[config.mk]
export PLATFORM = sky130hd
export DESIGN_NAME = calc_sequencer_flat
export DESIGN_NICKNAME = d
export VERILOG_FILES = /design/src/rtl/calc_sequencer_if.sv /design/src/rtl/calc_sequencer.sv /design/src/flat_wrapper.sv
export SDC_FILE = /design/constraint.sdc
export NUM_CORES = 1
export LEC_CHECK = 0
export ABC_AREA = 1
export CAP_MARGIN = 5
export CORE_ASPECT_RATIO = 0.9
export CORE_MARGIN = 4
export CORE_UTILIZATION = 40
export DETAILED_ROUTE_END_ITERATION = 12
export PLACE_DENSITY = 0.68
export SKIP_CTS_REPAIR_TIMING = 1
export SLEW_MARGIN = 20
export SYNTH_ARGS = -nofsm -noshare
export SYNTH_HDL_FRONTEND = slang
export SYNTH_SLANG_ARGS = --single-unit
[constraint.sdc]
create_clock -name clk -period 4.24 [get_ports clk]
set_input_delay 0.636 -clock clk [delete_from_list [all_inputs] [get_ports clk]]
set_output_delay 0.636 -clock clk [all_outputs]
set_load 0.01 [all_outputs]
[src/rtl/calc_sequencer_if.sv]
`default_nettype none
// ============================================================================
// calc_sequencer_if : start/done handshake and operand bus to the ALU
// Revision: 1.0
// ============================================================================
interface calc_sequencer_if #(
  parameter int WIDTH = 8
);
  logic             alu_start;
  logic [WIDTH-1:0] opa;
  logic [WIDTH-1:0] opb;
  logic [1:0]       opcode;
  logic             alu_done;
  logic             alu_err;
  logic [WIDTH-1:0] alu_result;

  modport master (
    output alu_start, opa, opb, opcode,
    input  alu_done, alu_err, alu_result
  );

  modport slave (
    input  alu_start, opa, opb, opcode,
    output alu_done, alu_err, alu_result
  );
endinterface
`default_nettype wire

[src/rtl/calc_sequencer.sv]
`default_nettype none
// ============================================================================
// calc_sequencer : button-driven operand/operator entry, ALU launch and capture
// Revision: 1.0
// ============================================================================
module calc_sequencer #(
  parameter int WIDTH   = 8,
  parameter int TIMEOUT = 64
) (
  input  logic              clk,
  input  logic              reset,
  input  logic              progress,
  input  logic              clear,
  input  logic [WIDTH-1:0]  sw,
  input  logic [1:0]        op_sel,
  calc_sequencer_if.master  alu,
  output logic [2:0]        phase,
  output logic [WIDTH-1:0]  result,
  output logic              result_valid,
  output logic              err,
  output logic              timeout
);

  localparam int CNT_W = $clog2(TIMEOUT);
  localparam logic [CNT_W-1:0] CNT_LAST = CNT_W'(TIMEOUT - 1);

  localparam logic [2:0] S_IDLE    = 3'd0;
  localparam logic [2:0] S_LOAD_A  = 3'd1;
  localparam logic [2:0] S_LOAD_B  = 3'd2;
  localparam logic [2:0] S_LOAD_OP = 3'd3;
  localparam logic [2:0] S_EXEC    = 3'd4;
  localparam logic [2:0] S_WAIT    = 3'd5;
  localparam logic [2:0] S_SHOW    = 3'd6;
  localparam logic [2:0] S_ERR     = 3'd7;

  logic [2:0]       state_q,   state_d;
  logic             prog_q,    prog_d;
  logic [CNT_W-1:0] cnt_q,     cnt_d;
  logic             pend_q,    pend_d;
  logic [WIDTH-1:0] opa_q,     opa_d;
  logic [WIDTH-1:0] opb_q,     opb_d;
  logic [1:0]       opcode_q,  opcode_d;
  logic [WIDTH-1:0] result_q,  result_d;
  logic             timeout_q, timeout_d;

  logic press;
  logic busy;
  logic wait_exit;
  logic clear_now;

  assign press     = progress & ~prog_q;
  assign busy      = (state_q == S_EXEC) || (state_q == S_WAIT);
  assign wait_exit = alu.alu_done || (cnt_q == CNT_LAST);
  assign clear_now = pend_q | clear;

  // State register
  always_ff @(posedge clk) begin
    if (reset) begin
      state_q   <= S_IDLE;
      prog_q    <= 1'b1;
      cnt_q     <= '0;
      pend_q    <= 1'b0;
      opa_q     <= '0;
      opb_q     <= '0;
      opcode_q  <= 2'b00;
      result_q  <= '0;
      timeout_q <= 1'b0;
    end else begin
      state_q   <= state_d;
      prog_q    <= prog_d;
      cnt_q     <= cnt_d;
      pend_q    <= pend_d;
      opa_q     <= opa_d;
      opb_q     <= opb_d;
      opcode_q  <= opcode_d;
      result_q  <= result_d;
      timeout_q <= timeout_d;
    end
  end

  // Next-state and datapath
  always_comb begin
    state_d   = state_q;
    prog_d    = progress;
    cnt_d     = cnt_q;
    pend_d    = pend_q;
    opa_d     = opa_q;
    opb_d     = opb_q;
    opcode_d  = opcode_q;
    result_d  = result_q;
    timeout_d = timeout_q;

    if (clear && !busy) begin
      state_d   = S_LOAD_A;
      opa_d     = '0;
      opb_d     = '0;
      opcode_d  = 2'b00;
      result_d  = '0;
      timeout_d = 1'b0;
    end else begin
      case (state_q)
        S_IDLE: begin
          if (press) state_d = S_LOAD_A;
        end
        S_LOAD_A: begin
          if (press) begin
            opa_d   = sw;
            state_d = S_LOAD_B;
          end
        end
        S_LOAD_B: begin
          if (press) begin
            opb_d   = sw;
            state_d = S_LOAD_OP;
          end
        end
        S_LOAD_OP: begin
          if (press) begin
            opcode_d = op_sel;
            state_d  = S_EXEC;
          end
        end
        S_EXEC: begin
          cnt_d   = '0;
          pend_d  = clear;
          state_d = S_WAIT;
        end
        S_WAIT: begin
          // A clear seen while busy is honoured only once the ALU has finished or timed out
          if (wait_exit) begin
            pend_d = 1'b0;
            if (clear_now) begin
              state_d   = S_LOAD_A;
              opa_d     = '0;
              opb_d     = '0;
              opcode_d  = 2'b00;
              result_d  = '0;
              timeout_d = 1'b0;
            end else if (alu.alu_done && !alu.alu_err) begin
              result_d = alu.alu_result;
              state_d  = S_SHOW;
            end else begin
              timeout_d = ~alu.alu_done;
              state_d   = S_ERR;
            end
          end else begin
            cnt_d  = cnt_q + 1'b1;
            pend_d = clear_now;
          end
        end
        S_SHOW: begin
          if (press) begin
            opa_d   = result_q;
            state_d = S_LOAD_B;
          end
        end
        S_ERR: begin
          if (press) begin
            timeout_d = 1'b0;
            state_d   = S_LOAD_A;
          end
        end
        default: state_d = S_IDLE;
      endcase
    end
  end

  // Outputs decoded from the registered state
  always_comb begin
    alu.alu_start = 1'b0;
    phase         = 3'b000;
    result_valid  = 1'b0;
    err           = 1'b0;
    case (state_q)
      S_LOAD_A:  phase         = 3'b001;
      S_LOAD_B:  phase         = 3'b010;
      S_LOAD_OP: phase         = 3'b100;
      S_EXEC:    alu.alu_start = 1'b1;
      S_SHOW:    result_valid  = 1'b1;
      S_ERR:     err           = 1'b1;
      default:   phase         = 3'b000;
    endcase
  end

  assign alu.opa    = opa_q;
  assign alu.opb    = opb_q;
  assign alu.opcode = opcode_q;
  assign result     = result_q;
  assign timeout    = timeout_q;

endmodule
`default_nettype wire

[src/flat_wrapper.sv]
// flat-port wrapper written by rule: the top's interface ports become plain ports
module calc_sequencer_flat 
#(
  parameter int WIDTH   = 8,
  parameter int TIMEOUT = 64
)
  (clk, reset, progress, clear, sw, op_sel, phase, result, result_valid, err, timeout, alu_alu_start, alu_opa, alu_opb, alu_opcode, alu_alu_done, alu_alu_err, alu_alu_result);
  calc_sequencer_if #(.WIDTH(WIDTH)) alu_i ();
  input  logic clk;
  input  logic reset;
  input  logic progress;
  input  logic clear;
  input  logic [WIDTH-1:0] sw;
  input  logic [1:0] op_sel;
  output logic [2:0] phase;
  output logic [WIDTH-1:0] result;
  output logic result_valid;
  output logic err;
  output logic timeout;
  output wire logic [$bits(alu_i.alu_start)-1:0] alu_alu_start;
  output wire logic [$bits(alu_i.opa)-1:0] alu_opa;
  output wire logic [$bits(alu_i.opb)-1:0] alu_opb;
  output wire logic [$bits(alu_i.opcode)-1:0] alu_opcode;
  input wire logic [$bits(alu_i.alu_done)-1:0] alu_alu_done;
  input wire logic [$bits(alu_i.alu_err)-1:0] alu_alu_err;
  input wire logic [$bits(alu_i.alu_result)-1:0] alu_alu_result;
  assign alu_alu_start = alu_i.alu_start;
  assign alu_opa = alu_i.opa;
  assign alu_opb = alu_i.opb;
  assign alu_opcode = alu_i.opcode;
  assign alu_i.alu_done = alu_alu_done;
  assign alu_i.alu_err = alu_alu_err;
  assign alu_i.alu_result = alu_alu_result;
  calc_sequencer #(.WIDTH(WIDTH), .TIMEOUT(TIMEOUT)) u_core (.clk(clk), .reset(reset), .progress(progress), .clear(clear), .sw(sw), .op_sel(op_sel), .alu(alu_i), .phase(phase), .result(result), .result_valid(result_valid), .err(err), .timeout(timeout));
endmodule
# Word level (Yosys, flattened, before mapping)
# Index checks and enable logic that the tools add are counted.
[totals]
output_inout_bits = 33
n_memories = 0
ramBits = 0
rom_bits = 0
register_bits = 38
latchBits = 0
input_bits = 24
wordCells = 99
[classes]
mux = 34
eq_ne = 24
reduce_logical = 25
multipliers = 0
div = 0
add_sub_neg = 1
n_bitwise = 5
magnitude_cmp = 0
shifts = 0
[ops]
columns = ["operator", "count"]
rows = [
  ["$mux 8", 6],
  ["$pmux 8 s3", 1],
  ["$mux 3", 6],
  ["$ne 2x1->1 const B", 9],
  ["$pmux 3 s6", 1],
  ["$pmux 8 s2", 1],
  ["$reduce_and 5->1", 3],
  ["$eq 3x3->1 const B", 4],
  ["$ne 3x1->1 const B", 4],
  ["$pmux 6 s2", 1],
  ["$reduce_and 4->1", 3],
  ["$mux 1", 10],
  ["$reduce_bool 2->1", 5],
  ["$pmux 3 s3", 1],
  ["$add 6x1->6 const B", 1],
  ["$eq 3x2->1 const B", 2],
  ["$eq 6x6->1 const B", 1],
  ["$mux 2", 3],
  ["$mux 6", 1],
  ["$ne 3x2->1 const B", 2],
  ["$reduce_and 3->1", 2],
  ["$reduce_or 2->1", 3],
  ["$pmux 1 s2", 2],
  ["$pmux 2 s2", 1],
  ["other kinds (11)", 16],
]

# Depth between registers and ports, before layout
[logic_depth]
ltp_word = 7
mapped_depth = 10
mapped_depth_nobuf = 10

# Worst setup path after synthesis
# OpenSTA, ideal clock, no wires.
[synth_timing]
kind = "input -> register"
start = "input port clear"
end = "register u_core.result_q[4], in the netlist u_core.result[4]"
path_slack_ns = 2.663
cell_stages = 5
required_time_ns = 4.169
arrival_time_ns = 1.506
path_buffers = 0
setup_ns = 0.071
path_cell_list = "nor2_1 inv_1 o211ai_1 nand2_1 a21oi_1"
[synth_via]
elab_chain_cells = 3
elab_cells_between_ends = 6
classes_between = "1 x mux; 1 x bitwise; 4 x reduce/logical"
[synth_rtl]
columns = ["item", "line_no", "rtl"]
rows = [
  ["from (decl)", "flat_wrapper.sv:12", "input logic clear;"],
  ["$or 1x1->1", "calc_sequencer.sv:54", "assign clear_now = pend_q | clear;"],
  ["$reduce_bool 2->1 (no source line)", "--", ""],
  ["$reduce_and 3->1 (no source line)", "--", ""],
  ["to (signal assigned)", "calc_sequencer.sv:76", "result_q <= result_d;"],
  ["to (decl)", "calc_sequencer.sv:43", "logic [WIDTH-1:0] result_q, result_d;"],
]
# Several ways; a longest one is shown, not always the timed one.
# A chain may end at the register's enable or synchronous reset.

# Worst setup path after layout
[layout_timing]
start = "register u_core.state_q[1]"
end = "output port result_valid"
[layout_via]
elab_chain_cells = 2
[layout_rtl]
columns = ["item", "line_no", "rtl"]
rows = [
  ["from (decl)", "calc_sequencer.sv:36", "logic [2:0] state_q, state_d;"],
  ["from (signal assigned)", "calc_sequencer.sv:69", "state_q <= state_d;"],
  ["$eq 3x3->1", "calc_sequencer.sv:174", "case (state_q)"],
  ["$mux 1", "calc_sequencer.sv:174", ""],
  ["to (decl)", "flat_wrapper.sv:17", "output logic result_valid;"],
]
# No other way between the ends.

==> summary by stage <==
Outcome
The run finished with clean final reports.

Timing
The clock tree skew after final layout is ~0.011 ns. The post-route clock period utilization is about 59%. The total negative slack for setup checks is 0 ns. Setup repair after global routing left no endpoint under its margin. Headroom to the max-slew limit came out at between 50% and 60%.

The final setup violation count is 0. For the pin with the worst max-slew slack, the measured transition is approximately 0.6 ns. After layout, the minimum clock period comes to approximately 2.5 ns. For this run, the top clock speed supported by timing is between 400 and 500 MHz. The number of hold violations in the final report is 0.

The final number of max-transition violations was 0. The setup slack of the critical path after layout is about 1.8 ns.

Synth
After synthesis, the most frequently instantiated cells are 109 x sky130_fd_sc_hd__nand2_1, 38 x sky130_fd_sc_hd__dfxtp_1, 38 x sky130_fd_sc_hd__inv_1. By instance count, the leading cell after synthesis is sky130_fd_sc_hd__nand2_1. For this run, the leading register cell type out of synthesis is sky130_fd_sc_hd__dfxtp_1.

The dominant combinational cell family by area after synthesis is simple AND/OR/NAND/NOR gates. Counting flops and latches in the post-synthesis netlist gives 38. After Yosys synthesis, and, or, nand and nor cells account for between 40% and 50% of the synthesized area. The XOR/XNOR share of the synthesized area is 0%. The post-synth net total is 353. Sequential cells were found to cover between 30 and 40% of the synthesized design area.

Yosys mapped the design onto 27 distinct sky130hd cell types. Measured against the total synthesized area, the mux share comes to 0%. During synthesis, Yosys emitted a total of 0 warnings. The average size of a mapped cell is 6.44 µm².

After synthesis, the largest area contributor takes up between 30% and 40% of total cell area. The cell area after technology mapping is roughly 2100 µm². The synthesized design contains 0 enable-type register cells. Of all cell types, the one taking the most synthesized area is sky130_fd_sc_hd__dfxtp_1.

By area the synthesized netlist is led by sky130_fd_sc_hd__dfxtp_1 36%, sky130_fd_sc_hd__nand2_1 19%, sky130_fd_sc_hd__nand3_1 6.9%. Of all flip-flops after synthesis, the portion carrying an async set or reset was 0%. Synthesis produced a netlist whose cell count is 328.

Summing the areas of all compound-gate instances in the mapped netlist gives roughly a tenth of the synthesized area. Of the total synthesized cell area, the portion taken by full adders, half adders and majority gates is less than 1%.

Die
The total area inside the core boundary comes to between 4000 and 5000 µm². The die span in x is between 80 and 90 µm. The initialized floorplan defines 24 standard-cell rows.

The die height is a little under 80 µm. The die covers around 6500 µm². The initial cell density of the core is between 40 and 50%. Pin placement for this block handled 57 I/O pins.

Power
Dividing total power by cell area gives a power density of ~270 nW/µm². The share of total power consumed by net switching is 26.0%. VDD sags by at most approximately 0.16 mV. Per report_power, the clock group accounts for a little over a third of the total. Cell internal power was estimated by the tool at roughly 0.55 mW. Summed over all nets, the switching power comes to 0.191 mW.

The sequential power share is 50.2%. The total power of the final layout is 0.737 mW. The combinational power share is between 10% and 20%. In this run the static leakage power is ~1.2 nW.

Drt
For this block, the initial DRC count from the detailed router was about 130. The final route contains between 2000 and 2500 vias. The final routed wire length divided by cell count is 11.8 µm. Wires add up to about 5.3 mm. The count of nets left with antenna violations once routing finished came out at 0. The first TritonRoute pass finished after 4 iterations. After detailed routing, the number of vias per cell comes to 4.83. The post-detailed-route DRC marker count is 0.

Flow run
The max-capacitance violation count is 0.

Placed design
The weighted congestion reported at the end of routability-driven placement is 0.892. Once placement finished, the instance area stood at about 2700 µm². During placement, the flow inserted port buffers numbering 56.

OpenSTA, run right after detailed placement, puts the worst setup slack at 1.89 ns. The half-perimeter wire length of the detailed placement result is 3.97 mm.

Global routing
In the global route stage, overall resource usage came out at 16.2%. The first-pass GRT wire length is approximately 9 mm. The initial antenna violation count was 0.

The number of global-route vias before repair was between 1500 and 2000. The total global routing overflow is 0. Entering global routing, the biggest net connects 28 pins.

Setup path
The critical path start-end classification is flop to output pin. The worst setup path is launched from a flop. The capturing element type of the critical path is an output pin.

In this run the worst path has a maximum fanout of 10. For the worst setup path, the data required time is 3.60 ns. Data arrives at the worst endpoint at 1.85 ns.

CTS
The clock tree synthesis step divided the H-tree into 2 levels. Buffers inserted during clock tree synthesis total 5. The clock insertion delay at the later pin of the skew report is 0.29 ns. The largest buffer count on any clock path is 2.

The number of clock sinks is 38. TritonCTS built the clock tree. The clock transition at the registers of the reported paths is ~0.080 ns.

The cell sitting at the root of the clock tree is a sky130_fd_sc_hd__clkbuf_8.

Finish
The post-route standard cell area excluding fillers is about 2800 µm². The relative area change from synthesis to final layout is 31.3%. The share of post-route cells with drive strength above 1 is under 10%.

The antenna diode count is 0. After the last flow step, the layout net total stands at between 400 and 500.

Worst hold path
The class of the most critical hold timing path is flop to flop.
[metal layers]
metal	vias to the layer above	routed length [µm]	GRT usage (%)
li1	1147	-	-
met1	946	2610	21.8
met2	59	2260	25.0
met3	7	317	3.97
met4	0	68	5.85
met5	-	0	0
[state kept, by name, summed over array words and instances, names as in the netlist]
register	count
u_core.alu.opa	8
u_core.alu.opb	8
u_core.result	8
u_core.cnt_q	6
u_core.state_q	3
u_core.alu.opcode	2
u_core.pend_q	1
u_core.prog_q	1
u_core.timeout	1
[layout make-up]
class | count | area, µm²
Clock buffer | 7 | 86.3
Clock inverter | 1 | 5.00
Fill cell | 507 | 2210
Inverter | 45 | 171
Multi-Input combinational cell | 235 | 1110
Sequential cell | 38 | 761
Tap cell | 65 | 81.3
Timing Repair Buffer | 56 | 561
[cells in the final DEF, fill, tap and decap left out]
master,n
sky130_fd_sc_hd__nor2_4,2
sky130_fd_sc_hd__o211ai_1,1
sky130_fd_sc_hd__dfxtp_1,38
sky130_fd_sc_hd__clkinv_2,1
sky130_fd_sc_hd__clkbuf_8,6
sky130_fd_sc_hd__ha_1,1
sky130_fd_sc_hd__nand2_2,4
sky130_fd_sc_hd__a21oi_1,28
sky130_fd_sc_hd__nand3_2,1
sky130_fd_sc_hd__clkinv_1,1
sky130_fd_sc_hd__inv_4,1
sky130_fd_sc_hd__a21oi_4,1
sky130_fd_sc_hd__inv_2,5
sky130_fd_sc_hd__o21ai_0,7
sky130_fd_sc_hd__inv_1,38
sky130_fd_sc_hd__nand3_4,3
sky130_fd_sc_hd__clkdlybuf4s50_1,56
sky130_fd_sc_hd__nand4_1,12
sky130_fd_sc_hd__nor2_2,2
sky130_fd_sc_hd__nor2_1,33
sky130_fd_sc_hd__nand2_4,1
sky130_fd_sc_hd__nand3_1,29
sky130_fd_sc_hd__o21bai_2,1
sky130_fd_sc_hd__nand2_1,109
sky130_fd_sc_hd__clkbuf_1,1
[final timing paths]
path | startpoint | slack, ns | endpoint | cells after the start
worst max-delay path | u_core.state_q[1]$_SDFFE_PP0P_ | 1.76 | result_valid | 3
worst min-delay path | u_core.pend_q$_SDFFE_PP0P_ | 0.47 | u_core.pend_q$_SDFFE_PP0P_ | 2
worst max register to register | u_core.state_q[2]$_SDFFE_PP0P_ | 2.33 | u_core.state_q[1]$_SDFFE_PP0P_ | 8
worst min register to register | u_core.pend_q$_SDFFE_PP0P_ | 0.47 | u_core.pend_q$_SDFFE_PP0P_ | 2
[power by group through the flow]
stage          combinational (mW)  sequential (mW)  clock [mW]
2_1_floorplan              0.0652            0.379           0
3_3_place_gp                0.107            0.378           0
3_5_place_dp                0.106            0.378           0
4_1_cts                     0.107            0.370       0.262
5_1_grt                     0.119            0.371       0.280
6_report                    0.107            0.370       0.260
[through the flow]
| step | hold slack (ns) | instances | util, % |
|---|---|---|---|
| 2_1_floorplan | 0.438 | 328 | - |
| 3_3_place_gp | 0.465 | 439 | 53.8 |
| 3_5_place_dp | 0.461 | 439 | 53.8 |
| 4_1_cts | 0.473 | 447 | 55.7 |
| 5_1_grt | 0.514 | 447 | 55.7 |
| 6_report | 0.468 | 447 | 55.7 |
[worst max-delay path: stages (launching register included)]
cell and delay (ns):
sky130_fd_sc_hd__dfxtp_1 0.57, sky130_fd_sc_hd__nand3_4 0.21, sky130_fd_sc_hd__clkinv_1 0.19, sky130_fd_sc_hd__clkdlybuf4s50_1 0.58
[kinds of logic (layout without fill, tap and decap cells)]
family          count (synthesis)  count (layout)
flops                          38              38
buf+inv                        55             109
fa+ha+maj                       1               1
compound gates                 38              38
simple gates                  196             196
Power figures use the tool's default switching activity.
